[src/rtl/pipe_ctrl_pkg.sv]
// Shared types for the pipeline hazard/sequencing controller.
package pipe_ctrl_pkg;

  localparam int unsigned REG_AW_DEF = 5;

  typedef enum logic [1:0] {
    RUN      = 2'd0,
    MEM_WAIT = 2'd1,
    REFILL   = 2'd2
  } ctrl_state_t;

  // Per-cycle pipeline control word
  typedef struct packed {
    logic pc_en;
    logic if_id_stall;
    logic if_id_flush;
    logic id_ex_stall;
    logic id_ex_flush;
    logic ex_mem_stall;
    logic mem_wb_flush;
  } ctrl_bus_t;

endpackage

[src/rtl/sat_counter.sv]
// Saturating up-counter with synchronous active-high reset.
module sat_counter #(
  parameter int unsigned W = 32
) (
  input  logic         clk,
  input  logic         rst,
  input  logic         inc,
  output logic [W-1:0] count
);

  // Count up on inc, hold at all-ones
  always_ff @(posedge clk) begin
    if (rst) begin
      count <= '0;
    end else if (inc && (count != {W{1'b1}})) begin
      count <= count + W'(1);
    end
  end

endmodule

[src/rtl/pipe_hazard_ctrl.sv]
// Hazard and sequencing controller for the 5-stage pipeline: load-use,
// EX redirects, fetch latency, data-memory waits, perf counters, watchdog.
module pipe_hazard_ctrl
  import pipe_ctrl_pkg::*;
#(
  parameter int unsigned REG_AW      = REG_AW_DEF,
  parameter int unsigned CNT_W       = 32,
  parameter int unsigned MEM_TIMEOUT = 255
) (
  input  logic              clk,
  input  logic              rst,
  input  logic [REG_AW-1:0] id_rs1,
  input  logic [REG_AW-1:0] id_rs2,
  input  logic              id_use_rs1,
  input  logic              id_use_rs2,
  input  logic [REG_AW-1:0] ex_rd,
  input  logic              ex_mem_read,
  input  logic              ex_redirect,
  input  logic              mem_req,
  input  logic              mem_ready,
  input  logic              imem_ready,
  output logic              pc_en,
  output logic              if_id_stall,
  output logic              if_id_flush,
  output logic              id_ex_stall,
  output logic              id_ex_flush,
  output logic              ex_mem_stall,
  output logic              mem_wb_flush,
  output logic [CNT_W-1:0]  stall_count,
  output logic [CNT_W-1:0]  flush_count,
  output logic              mem_timeout
);

  localparam int unsigned WAIT_RAW = $clog2(MEM_TIMEOUT + 1);
  localparam int unsigned WAIT_W   = (WAIT_RAW < 1) ? 1 : WAIT_RAW;

  ctrl_state_t       state, state_nxt;
  ctrl_bus_t         ctrl, ctrl_out;
  logic              mem_stall;
  logic              load_use;
  logic              redirect_take;
  logic [WAIT_W-1:0] wait_cnt;
  logic              wait_hit;

  assign mem_stall = mem_req & ~mem_ready;
  assign load_use  = ex_mem_read & (ex_rd != '0) &
                     ((id_use_rs1 & (id_rs1 == ex_rd)) |
                      (id_use_rs2 & (id_rs2 == ex_rd)));
  assign wait_hit  = (wait_cnt == WAIT_W'(MEM_TIMEOUT));

  // State register
  always_ff @(posedge clk) begin
    if (rst) state <= RUN;
    else     state <= state_nxt;
  end

  // Prioritised hazard resolution: next state and control word
  always_comb begin
    state_nxt     = RUN;
    ctrl          = '0;
    ctrl.pc_en    = 1'b1;
    redirect_take = 1'b0;
    if (mem_stall) begin
      ctrl.pc_en        = 1'b0;
      ctrl.if_id_stall  = 1'b1;
      ctrl.id_ex_stall  = 1'b1;
      ctrl.ex_mem_stall = 1'b1;
      ctrl.mem_wb_flush = 1'b1;
      state_nxt         = MEM_WAIT;
    end else if (ex_redirect) begin
      ctrl.if_id_flush = 1'b1;
      ctrl.id_ex_flush = 1'b1;
      redirect_take    = 1'b1;
      state_nxt        = REFILL;
    end else if (load_use) begin
      ctrl.pc_en       = 1'b0;
      ctrl.if_id_stall = 1'b1;
      ctrl.id_ex_flush = 1'b1;
      state_nxt        = (state == MEM_WAIT) ? RUN : state;
    end else if (!imem_ready) begin
      ctrl.pc_en       = 1'b0;
      ctrl.if_id_flush = 1'b1;
      state_nxt        = (state == REFILL) ? REFILL : RUN;
    end
  end

  // All controls low while in reset
  assign ctrl_out     = rst ? '0 : ctrl;
  assign pc_en        = ctrl_out.pc_en;
  assign if_id_stall  = ctrl_out.if_id_stall;
  assign if_id_flush  = ctrl_out.if_id_flush;
  assign id_ex_stall  = ctrl_out.id_ex_stall;
  assign id_ex_flush  = ctrl_out.id_ex_flush;
  assign ex_mem_stall = ctrl_out.ex_mem_stall;
  assign mem_wb_flush = ctrl_out.mem_wb_flush;

  // Consecutive memory-wait counter, held at the threshold so it cannot wrap
  always_ff @(posedge clk) begin
    if (rst || !mem_stall) wait_cnt <= '0;
    else if (!wait_hit)    wait_cnt <= wait_cnt + WAIT_W'(1);
  end

  // Sticky watchdog flag
  always_ff @(posedge clk) begin
    if (rst)                       mem_timeout <= 1'b0;
    else if (mem_stall && wait_hit) mem_timeout <= 1'b1;
  end

  sat_counter #(.W(CNT_W)) u_stall_cnt (
    .clk   (clk),
    .rst   (rst),
    .inc   (~rst & ~ctrl.pc_en),
    .count (stall_count)
  );

  sat_counter #(.W(CNT_W)) u_flush_cnt (
    .clk   (clk),
    .rst   (rst),
    .inc   (~rst & redirect_take),
    .count (flush_count)
  );

endmodule

[config.mk]
export PLATFORM = sky130hd
export DESIGN_NAME = pipe_hazard_ctrl
export DESIGN_NICKNAME = d
export VERILOG_FILES = /design/src/rtl/pipe_ctrl_pkg.sv /design/src/rtl/sat_counter.sv /design/src/rtl/pipe_hazard_ctrl.sv
export SDC_FILE = /design/constraint.sdc
export NUM_CORES = 1
export LEC_CHECK = 0
export CORE_AREA = 2 2 109 111
export CTS_CLUSTER_DIAMETER = 80
export DETAILED_ROUTE_END_ITERATION = 8
export DIE_AREA = 0 0 111 113
export GPL_ROUTABILITY_DRIVEN = 0
export SYNTH_ARGS = -nofsm -noshare
export SYNTH_HDL_FRONTEND = slang
export SYNTH_HIERARCHICAL = 1
export SYNTH_SLANG_ARGS = --single-unit
[constraint.sdc]
create_clock -name clk -period 4.88 [get_ports clk]
set_clock_uncertainty 0.15 [all_clocks]
set_input_delay 1.464 -clock clk [delete_from_list [all_inputs] [get_ports clk]]
set_output_delay 1.464 -clock clk [all_outputs]
set_load 0.05 [all_outputs]
==> metrics.sh, run 1 <==
RUN_STATUS='complete, no violations'
MIN_PERIOD_PS=4800
FINALCRITPERIODSHARE_PCT=98.5
CTS_HOLD_BUFFERS=0
SYN_NETS=503
POSTROUTEANTENNANETS=0
SYNTH-SEQ-CELLS=73
MOST_FREQUENT_CELLS_IN_THE_LAYOUT='clkdlybuf4s50_1 (87), dfxtp_1 (73), a21oi_1 (47)'
SYNTHDOMINANTAREACELLTYPE='dfxtp_1'
HOLD-WORST-SLACK_PS=336
CP_DATA_REQUIRED_TIME_PS=3270
NUMBER_OF_INSERTED_DIODES=0
GRT_MAX_DEGREE=60
FINAL_NETS=598
TRITONCTS='yes'
FINAL_COMMON_CELL='clkdlybuf4s50_1'
TIMING.FINAL.MAX_SLEW_VIOLATIONS=0
CTS_MADE_BUFFERS=9
ASYNC_FLOP_SHARE_PCT=0
DR.PASS1.ITERS=4
CRITPATHLAUNCHTYPE='primary input'
ROUTED_WIRELENGTH_MM=10.9
POST_ROUTE_CELLS_DRIVE_ABOVE_1_SHARE_PCT=9.72
WORST_HOLD_CHECK_PATH_TYPE='flip-flop to flip-flop'
GLOBALROUTETOTALUTIL_PCT=17.2
POWER.STATIC_LEAKAGE_nW=1.71
SYNTH_ENABLE_FLOP_CELLS=0
VIAS=4032
POSTCTSSETUPBUFFERS=0
CORE_AREA_MM2=0.0113
POST_SYNTH_NUM_CELL_TYPES=52
LAYOUT-AREA-OVERHEAD-VS-SYNTH_PCT=39.0
DIE_W_UM=111
PATH_MAX_FANOUT=5
CLOCK_TREE.HTREE_LEVEL_COUNT=3
TIMING.SLEW.HEADROOM_PCT=48.0
P_TOTAL_mW=1.49
VIASPERCELL=5.61
CLOCK_TREE.ROOT_CELL='clkbuf_16'
TOTAL_OF_ENDPOINTS_WITH_NEGATIVE_SETUP_SLACK_IN_THE_FINAL_REPORT=0
DETAIL_ROUTE.ITER0.VIOLATIONS=231
IRDROPWORSTVDD_mV=0.120
SYNTH_TOP_FLOP_CELL='dfxtp_1'
DRV.MAX_CAP_VIOLATION_COUNT=0
WORST_SETUP_HOLD_PATH_CLK_SLEW_PS=60
WORST_SETUP_PATH_CLASS='primary input to output port'
CLOCK.FMAX_GHz=0.208
WORSTPATHARRIVAL_PS=3190
FLOORPLAN.DIE.HEIGHT_UM=113
GRT_FIRST_PASS_WIRELENGTH_MM=18.0
FINAL-HOLD-VIOLATION-COUNT=0
PWR_DENSITY_CELL_mW_PER_MM2=268
SYNTH.TOP_CELL.AREA_SHARE_PCT=36.6
ROUTE.DETAILED.DRC=0
ANTENNA_VIOLATIONS_BEFORE_REPAIR=0
END_KIND='output port'
TOTAL_I_O_PIN_COUNT=96
PLACEMENTROWS=39
CTS.SINKS=73
MAX_SLEW.WORST_PIN.SLEW_PS=774
DIE_OUTLINE_AREA_MM2=0.0125
TNS_PS=0
POST-DP-HPWL_MM=7.83
FILLERS=1118
INITIAL_UTILIZATION_PCT=35.4
CTS-ROOT-TO-SINK-BUFFERS=2
PORT_BUFFERS=95
CLK_LATENCY_PS=330
GRT_SETUP_UNREPAIRED='no'
SYN-INSTANCE-COUNT=476
POST_SYNTH_MAIN_AREA_CONTRIBUTORS='dfxtp_1 (37%), a21oi_1 (5.9%), or4_1 (4.7%)'
FIRST_GLOBAL_VIAS=3707
YOSYS_WARNINGS=6
POST_SYN_AREA_PER_CELL_UM2=8.38
DRT-WIRELENGTH-PER-CELL_UM=15.1
POST_SYN_AREA_MM2=0.00399
GLOBALROUTEOVERFLOWTOTAL=0
SYNTH_SEQ_AREA_SHARE_PCT=36.6
## layout make-up
type	count	area [µm²]	area share, %
Timing Repair Buffer	108	1110	20.1
Multi-Input combinational cell	370	2400	43.3
Tap cell	143	179	3.23
Clock buffer	12	256	4.63
Inverter	9	33.8	0.609
Clock inverter	4	98.8	1.78
Sequential cell	73	1460	26.4
## final timing paths
| path | cells past startpoint | slack, ps | to | from |
|---|---|---|---|---|
| setup / recovery | 6 | 80 | pc_en | ex_rd[0] |
| hold reg to reg | 1 | 340 | mem_timeout | mem_timeout |
| setup reg to reg | 6 | 1930 | u_stall_cnt/count[21] | u_stall_cnt/count[21] |
| hold / removal | 1 | 340 | mem_timeout | mem_timeout |
## cell families (layout without fill, tap and decap cells)
kind of cell / Yosys count / after routing / synth area share [%]
AND/OR/NAND/NOR: 215 / 215 / 31.9
AO/OA/AOI/OAI: 119 / 119 / 19.5
flip-flops: 73 / 73 / 36.6
buffers and inverters: 33 / 133 / 3.48
XOR/XNOR: 27 / 27 / 5.93
multiplexers: 6 / 6 / 1.63
adder cells (fa/ha/maj): 3 / 3 / 0.941
## cell usage after synthesis (4+ instances only)
library cell,n
a31oi_1,4
nand3_1,32
buf_2,6
or4_1,25
nor3b_1,4
nor2b_1,4
and3_1,6
nand4_1,21
a21oi_1,47
xor2_1,12
nand2_1,22
and2_1,4
o21ai_0,20
nor4_1,9
clkbuf_1,16
o31ai_1,24
nor3_1,7
a2111oi_0,4
or3_1,21
and4_1,9
inv_1,9
nor2_1,33
dfxtp_1,73
xnor2_1,15
## what timing repair did
| action | 4_1_cts | 5_1_grt |
|---|---|---|
| endpoints found under the setup margin | 0 | 1 |
| hold endpoints to repair | 0 | 0 |
| resized for setup | 0 | 1 |
## metrics by stage
| stage | worst slack [ps] | instance area, µm² | util, % | std cells |
|---|---|---|---|---|
| 6_report | 75.4 | 5540 | 49.2 | 719 |
| 5_1_grt | 26.2 | 5540 | 49.2 | 719 |
| 4_1_cts | 22.7 | 5540 | 49.2 | 719 |
| 3_5_place_dp | 35.3 | 5190 | 46.0 | 703 |
| 3_3_place_gp | 145 | 5190 | 46.0 | 703 |
| 2_1_floorplan | 86.7 | 3990 | - | 476 |
## worst max-delay path, stage by stage
cell and delay, ps:
clkdlybuf4s50_1 490, xor2_1 190, nor4_1 320, a32oi_1 200, o31a_1 370, buf_12 160
## state kept, by name (all words and copies together), names as in the netlist
name,flops
mem_timeout,1
u_flush_cnt/count,32
u_stall_cnt/count,32
wait_cnt,8
## routing by layer
layer	GRT usage, %	part of all wire, %	up-vias
li1	-	-	2014
met1	22.0	47	1901
met2	27.4	45	98
met3	4.23	5.8	19
met4	7.83	1.7	0
met5	0	0	-
## power by group
group          leakage [nW]  total [mW]  internal [mW]  switching (mW)
Clock                 0.173       0.782          0.528           0.253
Sequential            0.588       0.602          0.599         0.00380
Combinational         0.952       0.101         0.0463          0.0549
Note: power is estimated with default switching activity, not from simulation.
==> inputs of run 2 (changes only) <==
Settings changed: PLACE_DENSITY_LB_ADDON from default to 0.1, RECOVER_POWER from default to 25.
==> run 2 against run 1 <==
Net effect:
- register-to-register slack got worse by 20 ps
- power down 6.2%
- via count down 0.25%
- first-iteration DRC count grew 4.3%
- global-route usage is 0.22 points higher
- core utilization is 0.53 points lower
- critical path type unchanged
- critical path depth did not move
- design area shrank 1.1%
- worst setup slack gained 52 ps
- sequential share of layout area rose by 0.29 points
- non-clock buffer count up 1
- clock power down 12%
==> metrics.sh, run 2 (same netlist as run 1, synthesis figures left out) <==
FILLERS=1105  # -1.2%
DR.PASS1.ITERS=4  # unchanged
LAYOUT_SETUP_WS_PS=128  # +52.4 ps
POSTCTSSETUPBUFFERS=0  # unchanged
TIMING.FINAL.MAX_SLEW_VIOLATIONS=0  # unchanged
CLOCK_TREE.HTREE_LEVEL_COUNT=3  # unchanged
PLACEMENTROWS=39  # unchanged
DIE_OUTLINE_AREA_MM2=0.0125  # unchanged
CLOCK_TREE.ROOT_CELL='clkbuf_16'
CORE_AREA_MM2=0.0113  # unchanged
INITIAL_UTILIZATION_PCT=35.4  # unchanged
GLOBALROUTEOVERFLOWTOTAL=0  # unchanged
CP_DATA_REQUIRED_TIME_PS=3270  # about the same
DETAILED_PLACE.AREA_MM2=0.00520  # +0.14%
MIN_PERIOD_PS=4750  # -52.4 ps
INTERNAL-POWER_mW=1.09  # -6.9%
END_KIND='output port'
P_TOTAL_mW=1.39  # -6.2%
GLOBALROUTETOTALUTIL_PCT=17.4  # +0.22 points
DIE_W_UM=111  # unchanged
FIRST_GLOBAL_VIAS=3769  # +1.7%
POST_CTS_RESIZED=0  # unchanged
CTS_MADE_BUFFERS=9  # unchanged
ROUTED_WIRELENGTH_MM=10.9  # +0.43%
DRV.MAX_CAP_VIOLATION_COUNT=0  # unchanged
HOLD-WORST-SLACK_PS=339  # +2.68 ps
POST_ROUTE_CELLS_DRIVE_ABOVE_1_SHARE_PCT=9.20  # -0.52 points
PWR_DENSITY_CELL_mW_PER_MM2=254  # -5.2%
GRT_FIRST_PASS_WIRELENGTH_MM=18.0  # +0.23%
PORT_BUFFERS=95  # unchanged
FINAL-HOLD-VIOLATION-COUNT=0  # unchanged
LAYOUT-AREA-OVERHEAD-VS-SYNTH_PCT=37.5
CTS_HOLD_BUFFERS=0  # unchanged
POWER.NET_SWITCHING_uW=301  # -3.6%
FLOORPLAN.DIE.HEIGHT_UM=113  # unchanged
NUMBER_OF_INSERTED_DIODES=0  # unchanged
WORST_HOLD_CHECK_PATH_TYPE='flip-flop to flip-flop'
MOST_FREQUENT_CELLS_IN_THE_LAYOUT='dfxtp_1 (73), clkdlybuf4s50_1 (62), a21oi_1 (47)'
CLK_LATENCY_PS=330  # about the same
POSTROUTEANTENNANETS=0  # unchanged
TIMING.SLEW.HEADROOM_PCT=9.95  # -38 points
DRT-WIRELENGTH-PER-CELL_UM=15.2  # +0.43%
FINALCRITPERIODSHARE_PCT=97.4  # -1.1 points
GRT_SETUP_UNREPAIRED='no'
PWR-SHARE-SEQ_PCT=43.3  # +2.7 points
VIAS=4022  # -0.25%
SHARE_CLK_OF_TOTAL_POWER_PCT=49.5  # -3.1 points
DETAIL_ROUTE.ITER0.VIOLATIONS=241  # +4.3%
TOTAL_OF_ENDPOINTS_WITH_NEGATIVE_SETUP_SLACK_IN_THE_FINAL_REPORT=0  # unchanged
TRITONCTS='yes'
POWER.STATIC_LEAKAGE_nW=1.77  # +3.4%
DPL_WORST_SLACK_PS=114  # +78.9 ps
FINAL-INSTANCE-COUNT-EXCL-FILL=719  # unchanged
POST-PLACE-CELLS=704  # +0.14%
FINAL_COMMON_CELL='dfxtp_1'
POWER.SHARE.SWITCHING_PCT=21.6  # +0.59 points
RUN_STATUS='complete, no violations'
TNS_PS=0  # unchanged
WORST_SETUP_PATH_CLASS='primary input to output port'
UTILIZATION_PCT=48.7  # -0.53 points
POST-DP-HPWL_MM=7.92  # +1.1%
WORSTPATHARRIVAL_PS=3140  # -50 ps
ROUTE.DETAILED.DRC=0  # unchanged
VIASPERCELL=5.59  # -0.25%
TOTAL_I_O_PIN_COUNT=96  # unchanged
FINAL_NETS=599  # +0.17%
DESIGN_AREA_MM2=0.00548  # -1.1%
CRITPATHLAUNCHTYPE='primary input'
CTS.SINKS=73  # unchanged
GRT_MAX_DEGREE=54  # -10%
WORST_SETUP_HOLD_PATH_CLK_SLEW_PS=60  # about the same
FF_LATCH_AREA_MM2=0.00146  # unchanged
PATH_MAX_FANOUT=5  # unchanged
REG.LARGEST.LIST='u_flush_cnt/count: 32 flops, u_stall_cnt/count: 32 flops, wait_cnt: 8 flops'
IRDROPWORSTVDD_mV=0.134  # +11%
CLOCK.FMAX_GHz=0.210  # +1.1%
MAX_SLEW.WORST_PIN.SLEW_PS=1330  # +560 ps
REGTOREGSETUPSLACK_PS=1910  # -20 ps
MULTI_INPUT_COMB_AREA_MM2=0.00238  # -0.78%
ANTENNA_VIOLATIONS_BEFORE_REPAIR=0  # unchanged
CTS-ROOT-TO-SINK-BUFFERS=2  # unchanged
COMB_POWER_SHARE_PCT=7.2  # +0.4 points
## run 2: changes by cell type in the layout (fill, tap and decap cells not counted), moves of 2 or more
cell | before | now
bufinv_16 | 3 | 1
clkbuf_1 | 1 | 3
clkbuf_8 | 2 | 4
clkdlybuf4s50_1 | 87 | 62
dlygate4sd3_1 | 0 | 25
## run 2: final timing paths
kind,from,endpoint,cells after the start
max,ex_rd[3],if_id_flush,6
max reg2reg,u_flush_cnt/count[13],u_flush_cnt/count[4],5
min,mem_timeout,mem_timeout,1
min reg2reg,mem_timeout,mem_timeout,1
## run 2: layout make-up
class	count	area share, %
Multi-Input combinational cell	370	43.4
Clock buffer	13	5.11
Tap cell	143	3.26
Clock inverter	2	0.639
Timing Repair Buffer	109	20.3
Sequential cell	73	26.6
Inverter	9	0.616
## run 2: power by group through the flow
stage          Clock (mW)  Sequential, mW  Combinational (mW)
3_3_place_gp            0           0.615               0.101
6_report            0.690           0.603               0.100
5_1_grt             0.741           0.603               0.107
2_1_floorplan           0           0.622              0.0441
3_5_place_dp            0           0.616               0.102
4_1_cts             0.705           0.603               0.103
## run 2: critical path: stages
cell and delay (ps):
clkdlybuf4s50_1 470, xor2_1 190, nor4_2 260, a32oi_1 220
o31a_1 360, buf_12 160
## run 2: metal layers
layer / vias to the layer above / routed length, µm / global-route usage [%]
li1: 2029 / - / -
met1: 1886 / 5170 / 22.7
met2: 98 / 4970 / 27.9
met3: 9 / 662 / 4.82
met4: 0 / 105 / 5.67
met5: - / 0 / 0
